**src/rtl/circle_ring_sequencer.sv**
```systemverilog
// rtl/circle_ring_sequencer.sv - steps a half-circle around the outer ring of a 7-segment bank
module circle_ring_sequencer #(
    parameter int N_DIGITS = 6,
    parameter int TICK_DIV = 12_500_000
) (
    input  logic                            clk_i,
    input  logic                            rst_ni,
    input  logic                            run_i,
    input  logic                            dir_i,
    input  logic                            clear_i,
    output logic [N_DIGITS-1:0]             en_o,
    output logic [N_DIGITS-1:0]             row_o,
    output logic [$clog2(2*N_DIGITS)-1:0]   pos_o,
    output logic                            step_o,
    output logic                            wrap_o
);

    localparam int RING = 2 * N_DIGITS;
    localparam int PW   = $clog2(RING);
    localparam int PSW  = $clog2(TICK_DIV);

    localparam logic [PW-1:0]  POS_LAST   = PW'(RING - 1);
    localparam logic [PSW-1:0] PRESC_LAST = PSW'(TICK_DIV - 1);

    typedef enum logic [1:0] {
        ST_OFF  = 2'd0,
        ST_RUN  = 2'd1,
        ST_HOLD = 2'd2
    } state_t;

    state_t                state_q, state_nxt;
    logic [PSW-1:0]        presc_q, presc_nxt;
    logic [PW-1:0]         pos_nxt;
    logic                  step_nxt, wrap_nxt;
    logic [N_DIGITS-1:0]   en_nxt, row_nxt;

    always_ff @(posedge clk_i) begin
        if (!rst_ni) begin
            state_q <= ST_OFF;
            presc_q <= '0;
            pos_o   <= '0;
            step_o  <= 1'b0;
            wrap_o  <= 1'b0;
            en_o    <= '0;
            row_o   <= '0;
        end else begin
            state_q <= state_nxt;
            presc_q <= presc_nxt;
            pos_o   <= pos_nxt;
            step_o  <= step_nxt;
            wrap_o  <= wrap_nxt;
            en_o    <= en_nxt;
            row_o   <= row_nxt;
        end
    end

    always_comb begin
        state_nxt = state_q;
        presc_nxt = presc_q;
        pos_nxt   = pos_o;
        step_nxt  = 1'b0;
        wrap_nxt  = 1'b0;

        if (clear_i) begin
            state_nxt = ST_OFF;
            presc_nxt = '0;
            pos_nxt   = '0;
        end else begin
            unique case (state_q)
                ST_OFF: begin
                    if (run_i) begin
                        state_nxt = ST_RUN;
                        presc_nxt = '0;
                    end
                end
                ST_RUN: begin
                    // Dropping run wins over a terminal count: freeze without stepping.
                    if (!run_i) begin
                        state_nxt = ST_HOLD;
                    end else if (presc_q == PRESC_LAST) begin
                        presc_nxt = '0;
                        step_nxt  = 1'b1;
                        if (dir_i) begin
                            if (pos_o == '0) begin
                                pos_nxt  = POS_LAST;
                                wrap_nxt = 1'b1;
                            end else begin
                                pos_nxt = pos_o - PW'(1);
                            end
                        end else begin
                            if (pos_o == POS_LAST) begin
                                pos_nxt  = '0;
                                wrap_nxt = 1'b1;
                            end else begin
                                pos_nxt = pos_o + PW'(1);
                            end
                        end
                    end else begin
                        presc_nxt = presc_q + PSW'(1);
                    end
                end
                ST_HOLD: begin
                    if (run_i) begin
                        state_nxt = ST_RUN;
                    end
                end
                default: begin
                    state_nxt = ST_OFF;
                    presc_nxt = '0;
                    pos_nxt   = '0;
                end
            endcase
        end
    end

    // Top edge runs HEX5->HEX0 with the upper circle, bottom edge HEX0->HEX5 with the lower one.
    always_comb begin
        int p;
        logic lit;
        p       = int'(pos_nxt);
        lit     = (state_nxt != ST_OFF);
        en_nxt  = '0;
        row_nxt = '0;
        for (int k = 0; k < N_DIGITS; k++) begin
            if (lit && (p < N_DIGITS) && (k == N_DIGITS - 1 - p)) begin
                en_nxt[k]  = 1'b1;
                row_nxt[k] = 1'b1;
            end else if (lit && (p >= N_DIGITS) && (k == p - N_DIGITS)) begin
                en_nxt[k] = 1'b1;
            end
        end
    end

endmodule

```
**config.mk**
```make
export PLATFORM = sky130hd
export DESIGN_NAME = circle_ring_sequencer
export DESIGN_NICKNAME = d
export VERILOG_FILES = /design/src/rtl/circle_ring_sequencer.sv
export SDC_FILE = /design/constraint.sdc
export NUM_CORES = 1
export LEC_CHECK = 0
export CAP_MARGIN = 10
export CORE_UTILIZATION = 45
export DETAILED_ROUTE_END_ITERATION = 8
export GPL_ROUTABILITY_DRIVEN = 0
export PLACE_DENSITY = 0.65
export SYNTH_ARGS = -nofsm -noshare
export SYNTH_HDL_FRONTEND = slang
export SYNTH_SLANG_ARGS = --single-unit
```
**constraint.sdc**
```tcl
create_clock -name clk_i -period 7.7 [get_ports clk_i]
set_clock_uncertainty 0.15 [all_clocks]
set_input_delay 1.155 -clock clk_i [delete_from_list [all_inputs] [get_ports clk_i]]
set_output_delay 1.155 -clock clk_i [all_outputs]
set_load 0.01 [all_outputs]
```
==> results of run 1 <==
-- state kept, by name, summed over array words and instances, names as in the netlist --
register and count:
row_o 6, en_o 6, wrap_o 1, state_q 2
pos_o 4, presc_q 24, step_o 1
-- worst paths after layout --
check / slack (ps) / from / cells after the start / to
worst max-delay path: 3650 / run_i / 11 / en_o[5]$_SDFF_PN0_
worst min-delay path: 370 / presc_q[3]$_SDFFE_PP0P_ / 1 / presc_q[3]$_SDFFE_PP0P_
worst max register to register: 4140 / presc_q[10]$_SDFFE_PP0P_ / 11 / en_o[5]$_SDFF_PN0_
worst min register to register: 370 / presc_q[3]$_SDFFE_PP0P_ / 1 / presc_q[3]$_SDFFE_PP0P_
-- synth_stat cells (3+ instances only) --
library cell / count
a21o_1: 4
a311oi_1: 8
nand2b_1: 4
nand2_1: 28
clkbuf_1: 14
inv_1: 12
and2_1: 3
a211oi_1: 3
a31o_2: 3
nor4_1: 6
nor3_1: 19
a31oi_1: 4
o21ai_0: 13
mux2i_1: 3
dfxtp_1: 44
nand3_1: 13
a21oi_1: 22
ha_1: 6
nand4_1: 5
nor2_1: 35
or3_1: 4
a41oi_1: 3
o211a_1: 3
-- kinds of logic (layout without fill, tap and decap cells) --
kind of cell    Yosys count  in the layout  synth area share [%]
compound gates           80             80                 22.33
fa+ha+maj                 6              6                 3.038
mux                       4              4                 2.127
buf+inv                  29             44                 4.506
xor+xnor                  2              2                0.7090
flops                    44             44                 35.65
simple gates            143            143                 31.65
-- critical path: cells and delay by family --
kind | cells | cell delay [ps]
muxes | 1 | 430
adders and majority gates | 2 | 550
buffers and inverters | 2 | 640
and+or+nand+nor | 5 | 1230
AOI/OAI and AO/OA | 1 | 110
-- metal layers --
metal  vias to the layer above  GRT usage [%]  wire [µm]
met1                      1123          24.44       2608
met2                        60          37.55       2874
li1                       1180              -          -
met5                         -              0          0
met4                         0          9.038         96
met3                        10          3.952        224
-- layout make-up --
class	count	area, µm²	share of cell area (%)
inverter	12	45.04	1.578
multi-input combinational	235	1484	51.99
timing repair buffer	24	235.2	8.242
clock buffer	6	82.58	2.893
sequential	44	880.8	30.86
tap	70	87.58	3.069
clock inverter	2	38.79	1.359
-- power breakdown --
part	internal, mW	switching, mW	leakage [nW]
combinational	0.00780	0.0139	0.510
clock	0.106	0.0873	0.0614
sequential	0.228	0.000933	0.355
==> results.cfg, run 1 <==
[worst_setup_path]
crit_chain = clkdlybuf4s50_1 -> nand2_1 -> nor4_4 -> mux2i_1 -> ha_1 -> inv_1 -> ha_1 -> nor2_1 -> nand3_2 -> or3_4 -> o32ai_2
cpPeakStageDelay_ps = 590
startpoint_type = primary input
worstPathRequired_ps = 7770
critPathKind = in2reg
cp-end-kind = flop
crit_arrival_ps = 4120
crit_fanout = 7
slowest_stage = clkdlybuf4s50_1
crit_top_cell = ha_1

[clocking]
cts_made_buffers = 5
cts_tree = yes
cts_resized = 0
clkTransAtPathRegs_ps = 100
cts_sinks = 44
insertion_delay_ps = 310
htree_levels = 2
post_cts_hold_buffer_count = 0
root_buffer = clkbuf_8
clk_path_buf_depth = 2
cts_setup_buffers = 0

[floorplan]
die-area_um2 = 5792
boundaryPins = 23
core_region_area_um2 = 5205
start_util_pct = 47.48
rows = 26
dieWidth_um = 76.11
dieHeight_um = 76.11

[detailed_routing]
vias = 2373
routedWlPerCell_um = 14.77
drtAntennaViolNets = 0
firstDrtPassIters = 4
drt_wl_total_um = 5804
initialDrtViolationCount = 89
routed_via_density = 6.038
drc = 0

[yosys]
syn-num-nets = 319
syn-cell-area_um2 = 2471
ys_types = 61
ys_warn_count = 0
synth_cells = 308
ys_top_cells_by_area = dfxtp_1 36%, nor2_1 5.3%, a21oi_1 4.5%
synth_top_cell_by_area = dfxtp_1
synth-main-ff-cell = dfxtp_1
syn_area_per_cell_um2 = 8.023
ys_seq_area_share_pct = 35.65
synth_edf_count = 0
synthArstFlopShare_pct = 0
synth-seq-cells = 44
netlist.area_leader.share_pct = 35.65

[grt]
grt_usage_pct = 21.02
grt_pass1_wl_um = 9915
grt_pass1_vias = 2200
grt_overflow_total = 0
grt_max_degree = 23
antenna_found_initial = 0

[run]
drv_cap = 0

[sta]
worstMarginPinSlew_ps = 818.2
setup_viol = 0
slew_violations = 0
min_period_over_period_pct = 52.60
hold_ws_ps = 368.2
finalWorstSetupSlack_ps = 3650
fin_crit_ps = 4050
timing.final.hold_violations = 0
slew_headroom_pct = 45.13
fin_tns_setup_ps = 0
rsz0062_at_grt = false
clock.fmax_ghz = 0.2469

[hold_path]
min_path_type = reg2reg

[final_layout]
layout_commonest_cell = dfxtp_1
fin_area_um2 = 2854
fin_util_pct = 54.83
stdcell_count = 393
mostFrequentLayoutCells = 44 x dfxtp_1, 35 x nor2_1, 28 x nand2_1
syn_to_final_growth_pct = 15.49
fillerInstances = 499
nets = 333
drive_above_1_share_pct = 8.050
n_antenna_cell = 0

[power_and_ir_drop]
peakVddDrop_uv = 101.0
power_mw = 0.4443
leakagePower_nw = 0.9263
p_per_area_nw_per_um2 = 155.7

[placement]
dp.cells = 385
dp_slack_ps = 3373
port_buffers = 22
dpl-instance-area_um2 = 2733
hpwlAfterDp_um = 4007

[outcome]
status = finished, final reports clean
Note: power is estimated with default switching activity, not from simulation.
==> inputs of run 2 (changes only) <==
- clock period: 7.7 -> 4 ns (I/O delays scaled with it)
==> run 2 against run 1 <==
Cell count grew 0.76%. Clock power increased by 48%. Via count down 2.5%. Non-clock buffer count is 3 higher. Highest routed layer unchanged.
==> results.cfg, run 2 (same netlist as run 1, synthesis figures left out) <==
[outcome]
status = finished, final reports clean

[hold_path]
min_path_type = reg2reg
hold_path_depth = 1

[sta]
slew_violations = 0
worstMarginPinSlew_ps = 763.1
min_period_over_period_pct = 87.86
fin_crit_ps = 3515
fin_tns_setup_ps = 0
slew_headroom_pct = 49.12
rsz0062_at_grt = false
clock.fmax_ghz = 0.2845
timing.final.hold_violations = 0
setup_viol = 0

[detailed_routing]
wl_met2_um = 2885
firstDrtPassIters = 4
routedWlPerCell_um = 14.57
wl_met3_um = 192
topRoutingLayerUsed = met4
drt_wl_total_um = 5769
drc = 0
drtAntennaViolNets = 0
routed_via_density = 5.843
initialDrtViolationCount = 104
met1_length_um = 2642
vias = 2314

[placement]
hpwlAfterDp_um = 3942
dpl-instance-area_um2 = 2755
port_buffers = 22
dp.cells = 388

[worst_setup_path]
crit_buf_inv = 0
cp-end-kind = flop
slowest_stage = or4_4
worst-path-stages = 11
crit_arrival_ps = 3580
crit_chain = ha_1 -> nand3_1 -> or3_4 -> or4_4 -> mux2i_4 -> ha_1 -> nand2_1 -> nor2_1 -> nand3_2 -> or3_4 -> o32ai_2
critPathKind = reg2reg
cpPeakStageDelay_ps = 580
crit_fanout = 7
worstPathRequired_ps = 4070
worstRegToRegCells = 11
startpoint_type = flop
critical_path.top_delay_family = simple AND/OR/NAND/NOR gates

[final_layout]
fin_area_um2 = 2848
layout_commonest_cell = dfxtp_1
largestRegisters = presc_q: 24 flops, en_o: 6 flops, row_o: 6 flops
fillerInstances = 495
syn_to_final_growth_pct = 15.24
mostFrequentLayoutCells = 44 x dfxtp_1, 35 x nor2_1, 28 x nand2_1
stdcell_count = 396
n_antenna_cell = 0
top_register = presc_q
drive_above_1_share_pct = 8.896
largest_reg_flops = 24
nets = 336

[run]
drv_cap = 0

[clocking]
post_cts_hold_buffer_count = 0
cts_setup_buffers = 0
clk_path_buf_depth = 2
root_buffer = clkbuf_8
clkTransAtPathRegs_ps = 90
cts_tree = yes
htree_levels = 2
insertion_delay_ps = 300
cts_made_buffers = 5
cts_resized = 0
cts_sinks = 44

[grt]
grt_overflow_total = 0
grt_pass1_vias = 2335
grt_pass1_wl_um = 10270
antenna_found_initial = 0
grt_max_degree = 30
grt_usage_pct = 21.19

[power_and_ir_drop]
power_mw = 0.7690
leakagePower_nw = 0.9212
peakVddDrop_uv = 208.0
p_per_area_nw_per_um2 = 270.1

[floorplan]
dieHeight_um = 76.11
boundaryPins = 23
die-area_um2 = 5792
start_util_pct = 47.48
dieWidth_um = 76.11
rows = 26
core_region_area_um2 = 5205
==> run 2: area by class of cell <==
class	instances	area, µm²	share of cell area (%)
multi-input combinational	235	1484	52.11
timing repair buffer	27	257.7	9.051
tap	70	87.58	3.076
inverter	12	45.04	1.582
clock inverter	3	23.77	0.8348
clock buffer	5	68.82	2.417
sequential	44	880.8	30.93
==> run 2: routing by layer <==
metal	GRT usage, %	vias up
met1	24.66	1091
li1	-	1174
met3	3.473	7
met2	38.64	42
met5	0	-
met4	8.269	0
==> run 2: worst register-to-register path, delay by kind of cell (launching register included) <==
family	cells	cell delay [ps]
compound gates	1	120
fa+ha+maj	2	520
mux	1	290
simple gates	7	1960
flops	1	400
==> run 2: final timing paths <==
check | slack (ps) | end | from
worst max-delay path | 490 | en_o[5]$_SDFF_PN0_ | presc_q[0]$_SDFFE_PP0P_
worst min-delay path | 360 | presc_q[3]$_SDFFE_PP0P_ | presc_q[3]$_SDFFE_PP0P_
worst max register to register | 490 | en_o[5]$_SDFF_PN0_ | presc_q[0]$_SDFFE_PP0P_
worst min register to register | 360 | presc_q[3]$_SDFFE_PP0P_ | presc_q[3]$_SDFFE_PP0P_
==> run 2: power breakdown <==
part / internal, mW / total (mW) / switching [mW]
logic: 0.0160 / 0.0429 / 0.0270
registers: 0.439 / 0.441 / 0.00173
clock network: 0.124 / 0.285 / 0.161
total: 0.579 / 0.769 / 0.190
==> run 2: stage by stage <==
step	util, %	worst slack (ps)	hold WS [ps]
after global routing	54.71	261.2	393.9
after CTS	54.71	479.1	365.3
after global placement	52.93	448.6	345.7
final	54.71	485.5	361.0
after detailed placement	52.93	346.1	349.0
after floorplan	-	771.0	321.9
==> inputs of run 3 (changes only) <==
- SKIP_CTS_REPAIR_TIMING: not set -> 1
- SLEW_MARGIN: not set -> 20
==> results of run 3 <==
The final DEF is identical to that of run 2; final timing and power are the same.
